### src/rtl/phys_free_list_ctrl_pkg.sv
// phys_free_list_ctrl_pkg: free-list sizing, pointer type and FSM state encodings
package phys_free_list_ctrl_pkg;
    localparam int LOG_PHYS = 6;
    localparam int NUM_PHYS = 1 << LOG_PHYS;
    localparam int NUM_ARCH = 32;
    typedef enum logic [1:0] {FL_INIT, FL_RUN, FL_RECOVER} fl_state_t;
    typedef logic [LOG_PHYS:0] ptr_t;
endpackage

### src/rtl/phys_free_list_ctrl_ram.sv
// phys_free_list_ctrl_ram: free-list storage, async read, sync write
module phys_free_list_ctrl_ram
    import phys_free_list_ctrl_pkg::*;
(
    input  logic                CLK,
    input  logic                we,
    input  logic [LOG_PHYS-1:0] waddr,
    input  logic [LOG_PHYS-1:0] wdata,
    input  logic [LOG_PHYS-1:0] raddr,
    output logic [LOG_PHYS-1:0] rdata
);
    logic [LOG_PHYS-1:0] mem [NUM_PHYS];
    always_ff @(posedge CLK)
        if (we) mem[waddr] <= wdata;
    assign rdata = mem[raddr];
endmodule

### src/rtl/phys_free_list_ctrl.sv
// phys_free_list_ctrl: rename free list with speculative/committed heads and flush rollback
module phys_free_list_ctrl
    import phys_free_list_ctrl_pkg::*;
(
    input  logic                CLK,
    input  logic                RESET,
    input  logic                Alloc_IN,
    input  logic                Commit_alloc_IN,
    input  logic                Release_valid_IN,
    input  logic [LOG_PHYS-1:0] Release_reg_IN,
    input  logic                Flush_IN,
    output logic [LOG_PHYS-1:0] Free_phys_reg,
    output logic                Free_reg_avail,
    output logic [LOG_PHYS:0]   Free_count,
    output logic                Ready,
    output logic                Underflow_ERR,
    output logic                Overflow_ERR
);
    fl_state_t           state, state_nxt;
    logic [LOG_PHYS-1:0] init_cnt;
    ptr_t                spec_head, commit_head, tail;
    logic                run, flush, alloc_ok, commit_ok, rel_ok, full, init_done;
    logic                we;
    logic [LOG_PHYS-1:0] waddr, wdata;

    assign run            = state == FL_RUN;
    assign Ready          = state != FL_INIT;
    assign Free_count     = tail - spec_head;
    assign Free_reg_avail = run && Free_count != '0;
    assign flush          = run && Flush_IN;
    assign alloc_ok       = Alloc_IN && Free_reg_avail && !Flush_IN;
    assign commit_ok      = run && Commit_alloc_IN && (commit_head != spec_head || alloc_ok);
    assign full           = (tail - commit_head) == ptr_t'(NUM_PHYS);
    assign rel_ok         = Ready && Release_valid_IN && !full;
    assign init_done      = init_cnt == LOG_PHYS'(NUM_PHYS - NUM_ARCH - 1);

    // INIT seeds the non-architectural regs through the release write port
    assign we    = !Ready || rel_ok;
    assign waddr = Ready ? tail[LOG_PHYS-1:0] : init_cnt;
    assign wdata = Ready ? Release_reg_IN : LOG_PHYS'(NUM_ARCH) + init_cnt;

    always_comb begin
        state_nxt = state == FL_INIT ? (init_done ? FL_RUN : FL_INIT) : (flush ? FL_RECOVER : FL_RUN);
    end

    always_ff @(posedge CLK) begin
        if (RESET) begin
            state         <= FL_INIT;
            init_cnt      <= '0;
            spec_head     <= '0;
            commit_head   <= '0;
            tail          <= '0;
            Underflow_ERR <= 1'b0;
            Overflow_ERR  <= 1'b0;
        end else begin
            state <= state_nxt;
            if (state == FL_INIT) begin
                init_cnt <= init_cnt + 1'b1;
                if (init_done) tail <= ptr_t'(NUM_PHYS - NUM_ARCH);
            end else begin
                if (rel_ok) tail <= tail + 1'b1;
                if (commit_ok) commit_head <= commit_head + 1'b1;
                // rollback target includes a commit retiring in the flush cycle
                spec_head <= flush ? commit_head + ptr_t'(commit_ok) : spec_head + ptr_t'(alloc_ok);
                if (run && ((Alloc_IN && !Free_reg_avail && !Flush_IN) || (Commit_alloc_IN && !commit_ok)))
                    Underflow_ERR <= 1'b1;
                if (Release_valid_IN && full) Overflow_ERR <= 1'b1;
            end
        end
    end

    phys_free_list_ctrl_ram u_ram (
        .CLK   (CLK),
        .we    (we),
        .waddr (waddr),
        .wdata (wdata),
        .raddr (spec_head[LOG_PHYS-1:0]),
        .rdata (Free_phys_reg)
    );
endmodule

### config.mk
export PLATFORM = sky130hd
export DESIGN_NAME = phys_free_list_ctrl
export DESIGN_NICKNAME = d
export VERILOG_FILES = /design/src/rtl/phys_free_list_ctrl_pkg.sv /design/src/rtl/phys_free_list_ctrl_ram.sv /design/src/rtl/phys_free_list_ctrl.sv
export SDC_FILE = /design/constraint.sdc
export NUM_CORES = 1
export LEC_CHECK = 0
export ABC_AREA = 1
export CORE_ASPECT_RATIO = 1.25
export CORE_MARGIN = 5
export CORE_UTILIZATION = 35
export CTS_BUF_LIST = sky130_fd_sc_hd__clkbuf_2
export CTS_CLUSTER_SIZE = 10
export DETAILED_ROUTE_END_ITERATION = 10
export PLACE_DENSITY_LB_ADDON = 0.3
export SLEW_MARGIN = 20
export SYNTH_ARGS = -nofsm -noshare
export SYNTH_HDL_FRONTEND = slang
export SYNTH_SLANG_ARGS = --single-unit
### constraint.sdc
create_clock -name CLK -period 4.3 [get_ports CLK]
set_input_delay 0.43 -clock CLK [delete_from_list [all_inputs] [get_ports CLK]]
set_output_delay 0.43 -clock CLK [all_outputs]
set_load 0.1 [all_outputs]
==> results.md <==
Outcome:
- The run finished with clean final reports.

Finish:
- Fill cells in the final layout number 4996.
- In the final layout, the share of cells above drive strength 1 is 13.1%.
- Cells fill between 30% and 40% of the core in the end.
- The area growth from synthesis to layout is 11.4%.
- In the final layout, the multi-input gates occupy 0.00533 sq mm.
- The finished layout holds roughly 2500 standard cells, fillers aside.
- The number of nets in the finished design is around 1800.
- After routing the design area is 0.0205 sq mm.
- The footprint of the flip-flops and latches is between 0.01 and 0.015 sq mm.

Critical path:
- The worst reg-to-reg path cell count is 21.
- The maximum fanout along the worst path is 53.
- The beginning of the worst register-to-register path is tail[0]$_SDFFE_PP0P_.
- The critical path start-end classification is reg -> out.
- The data required time of the worst path is roughly 3.9 ns.
- The data arrival at the endpoint of the critical path is approximately 3.7 ns.
- The type of destination of the critical path is a primary output.
- The most critical setup path has its endpoint at Free_phys_reg[0].
- For flop-to-flop paths, the worst setup slack is approximately 0.84 ns.
- The kind of launch point of the worst setup path is a register.

Die:
- The die footprint is between 0.05 and 0.06 sq mm.
- 29 I/O pins were placed.
- Once the floorplan was initialized, standard cells occupied 35.5% of the core.
- The number of rows created at floorplan is between 90 and 100.
- The core region is just over 0.05 sq mm.
- The die width is roughly 210 um.
- The vertical extent of the die is ~270 um.

Timing:
- The number of pins exceeding their max-slew limit in the final report is 0.
- After layout, the worst path uses between 90% and 100% of the clock period.
- Headroom to the max-slew limit came out at between 30 and 40%.
- The number of hold violations in the final report was 0.
- The clock period minus final worst setup slack is between 4 and 5 ns.
- The worst clock skew on the final layout is 0.0943 ns.
- The actual transition at the worst max-transition pin is around 0.98 ns.
- The number of endpoints failing setup at the final stage is 0.
- The fmax is around 250 MHz.
- Setup repair after global routing left no endpoint under its margin.

Global routing:
- The global routing usage on met3 is under 10%.
- The number of global-route vias before repair is 12900.
- The global-route track usage on met2 is between 20 and 30%.
- The overall fraction of global-route tracks in use is approximately 16%.
- The total overflow left after global routing is 0.
- In the global route stage, met1 resource usage came out at 19.6%.
- The initial antenna violation count was 1.
- The first global-routing pass estimated ~74000 um of wire.
- The peak-usage layer in the global routing report is met2.
- Entering global routing, the biggest net connects 84 pins.

Logic synthesis:
- The total standard cell area after synthesis is around 0.018 sq mm.
- The per-instance average area after synthesis is 10.9 sq um.
- Summing the sequential cell areas from Yosys gives roughly two thirds of the chip area.
- The number of nets handed over by synthesis was around 1700.
- Yosys printed 0 warnings.
- The register bit count reported by yosys is about 420.
- Synthesis produced a netlist whose cell count is approximately 1700.
- The number of distinct library cells after synthesis is 38.

Clock tree:
- CTS built an H-tree with a depth of 3.
- The clock tree root driver cell is clkbuf_2.
- The clock transition at the registers of the reported paths is around 0.09 ns.
- The maximum number of buffers from clock root to sink is 3.
- The later-pin clock latency in the skew report is about 1.1 ns.
- The clock tree from TritonCTS is built.
- The clock net in this run drives a total of 421 sinks.
- The total CTS buffers is a little over 100.

Detailed routing:
- The remaining number of nets flagged by the antenna check after routing is 0.
- The total vias in the final route is 13000.
- Dividing the detail-routed wire length by the instance count gives about 19 um.
- After detailed routing, the number of vias per cell comes to 5.17.
- The total iterations of the first detailed-routing run is 5.
- For this run, design rule violations remaining after detail routing come to 0.
- Wires add up to 48000 um.
- The violation count after the first detailed-routing iteration is about 940.

Power and ir drop:
- The static leakage is 0.00744 uW.
- The final total power is 7450 uW.
- The ratio of total power to cell area is 364 mW/mm^2.
- Across the VDD grid, the largest voltage drop is 0.255 mV.

Placed design:
- The post-placement cell count is around 2300.
- The total placed instance area is 0.0194 sq mm.
- In this run the tool buffered the top-level ports with 28 buffer cells.
- The final HPWL from detailed placement is 29200 um.
- Routability-driven placement finished with a final weighted congestion of about 0.84.

Hold path:
- The worst hold path begins at Release_valid_IN.
- In this run the worst hold path is classified as in -> reg.

Flow run:
- The max-capacitance violation count is 0.
==> synthesized netlist by cell type <==
master | count | area share [%]
nand2_2 | 7 | 0.24
xnor2_1 | 1 | 0.048
a21oi_2 | 2 | 0.095
o211ai_1 | 5 | 0.20
buf_12 | 1 | 0.11
a21oi_1 | 48 | 1.3
buf_1 | 3 | 0.061
dfxtp_1 | 37 | 4.0
fa_1 | 1 | 0.11
o21ai_1 | 10 | 0.27
a221o_1 | 1 | 0.055
a21oi_4 | 1 | 0.089
o21a_1 | 1 | 0.041
nor3_1 | 6 | 0.16
nand3_2 | 2 | 0.11
nand2_4 | 10 | 0.61
nand3_1 | 53 | 1.4
inv_2 | 6 | 0.12
xor2_1 | 19 | 0.91
inv_1 | 92 | 1.9
nor2_1 | 324 | 6.6
buf_6 | 4 | 0.25
buf_2 | 25 | 0.68
o21ai_0 | 250 | 6.8
nor4_4 | 1 | 0.12
nand2_1 | 198 | 4.0
nor2_2 | 6 | 0.20
o22ai_1 | 96 | 3.3
nand4_1 | 10 | 0.34
edfxtp_1 | 384 | 63
clkbuf_2 | 2 | 0.055
nor2_4 | 3 | 0.18
buf_4 | 9 | 0.37
ha_1 | 19 | 1.3
or2_1 | 1 | 0.034
nand3b_1 | 2 | 0.082
and3_1 | 1 | 0.034
clkbuf_1 | 45 | 0.92
==> metrics by stage <==
| step | hold slack [ns] | setup slack [ns] | setup TNS (ns) |
|---|---|---|---|
| 6_report | 0.119 | 0.225 | 0 |
| 5_1_grt | 0.0853 | 0.0219 | 0 |
| 4_1_cts | 0.0136 | 0.0354 | 0 |
| 3_5_place_dp | 0.468 | 0.940 | 0 |
| 3_3_place_gp | 0.461 | 0.969 | 0 |
| 2_1_floorplan | 0.476 | -0.518 | -99.42 |
==> timing repair <==
action / 4_1_cts / 5_1_grt
resized for setup: 1 / 3
hold buffers: 0 / 0
cloned: 0 / 0
endpoints found under the setup margin: 6 / 4
setup buffers: 1 / 1
==> sequential cells by signal (all words and copies together) (netlist names), named ones only <==
register,flops
Overflow_ERR,1
Underflow_ERR,1
commit_head,7
init_cnt,6
spec_head,7
state,2
tail,7
u_ram.mem,384
==> kinds of logic (layout without fill, tap and decap cells) <==
| kind of cell | count (synthesis) | after routing | share of synthesized area, % |
|---|---|---|---|
| AOI/OAI and AO/OA | 414 | 414 | 12.1 |
| xor gates and xnor gates | 20 | 20 | 0.954 |
| adders and majority gates | 20 | 20 | 1.40 |
| buffers and inverters | 187 | 344 | 4.44 |
| DFF | 421 | 421 | 66.8 |
| other | 0 | 1 | 0 |
| and+or+nand+nor | 624 | 624 | 14.2 |
==> cells in the final DEF (no fill, tap or decap), types with 3 or more instances in the layout <==
master	n
nor2_2	7
nor2_4	4
nand2_2	9
clkdlybuf4s50_1	19
clkinv_2	3
inv_1	92
nand2_1	196
o211ai_1	5
clkinv_1	31
ha_1	19
nor2_1	322
buf_12	12
dfxtp_1	34
a21oi_1	48
nand2_4	10
inv_2	6
o21ai_1	10
xor2_1	19
nor3_1	6
nand4_1	10
buf_4	23
edfxtp_1	384
clkbuf_2	149
o22ai_1	96
bufinv_16	3
o21ai_4	3
o21ai_0	247
nand3_1	53
==> worst max-delay path, cell delays in order (launching register included) <==
cell     delay [ns]
dfxtp_4        0.47
inv_6          0.28
buf_12         0.30
buf_12         0.21
o21ai_0        0.09
o22ai_1        0.24
nor2_1         0.07
o21ai_0        0.23
nand2_1        0.09
nand2_1        0.08
nand2_1        0.09
nand2_1        0.19
buf_12         0.20
==> metal layers <==
layer / vias to the layer above / wire [um]
li1: 6171 / -
met1: 6297 / 19300
met2: 435 / 24700
met3: 72 / 2850
met4: 0 / 1180
met5: - / 0
==> area by class of cell <==
class | instances | share of cell area [%]
sequential | 421 | 60.0
multi-input combinational | 1078 | 26.0
tap | 665 | 4.07
clock buffer | 149 | 3.65
timing repair buffer | 58 | 3.25
inverter | 98 | 1.82
clock inverter | 39 | 1.14
antenna | 1 | 0.0122
==> report_power, final <==
part	leakage, uW	switching, uW	internal [uW]
logic	0.00294	197	61.8
registers	0.00378	5.83	4470
clock network	0.000726	1600	1110
total	0.00744	1800	5640
==> how the worst min path moves through the flow <==
stage,end,slack (ns),cells after the start
after global routing,tail[1]$_SDFFE_PP0P_,0.09,3
after floorplan,init_cnt[0]$_SDFFE_PP0P_,0.48,2
after detailed placement,Overflow_ERR$_SDFFE_PP0P_,0.47,1
after CTS,tail[1]$_SDFFE_PP0P_,0.01,3
after global placement,Overflow_ERR$_SDFFE_PP0P_,0.46,1
final,tail[1]$_SDFFE_PP0P_,0.12,3
(Power assumes the default switching activity.)
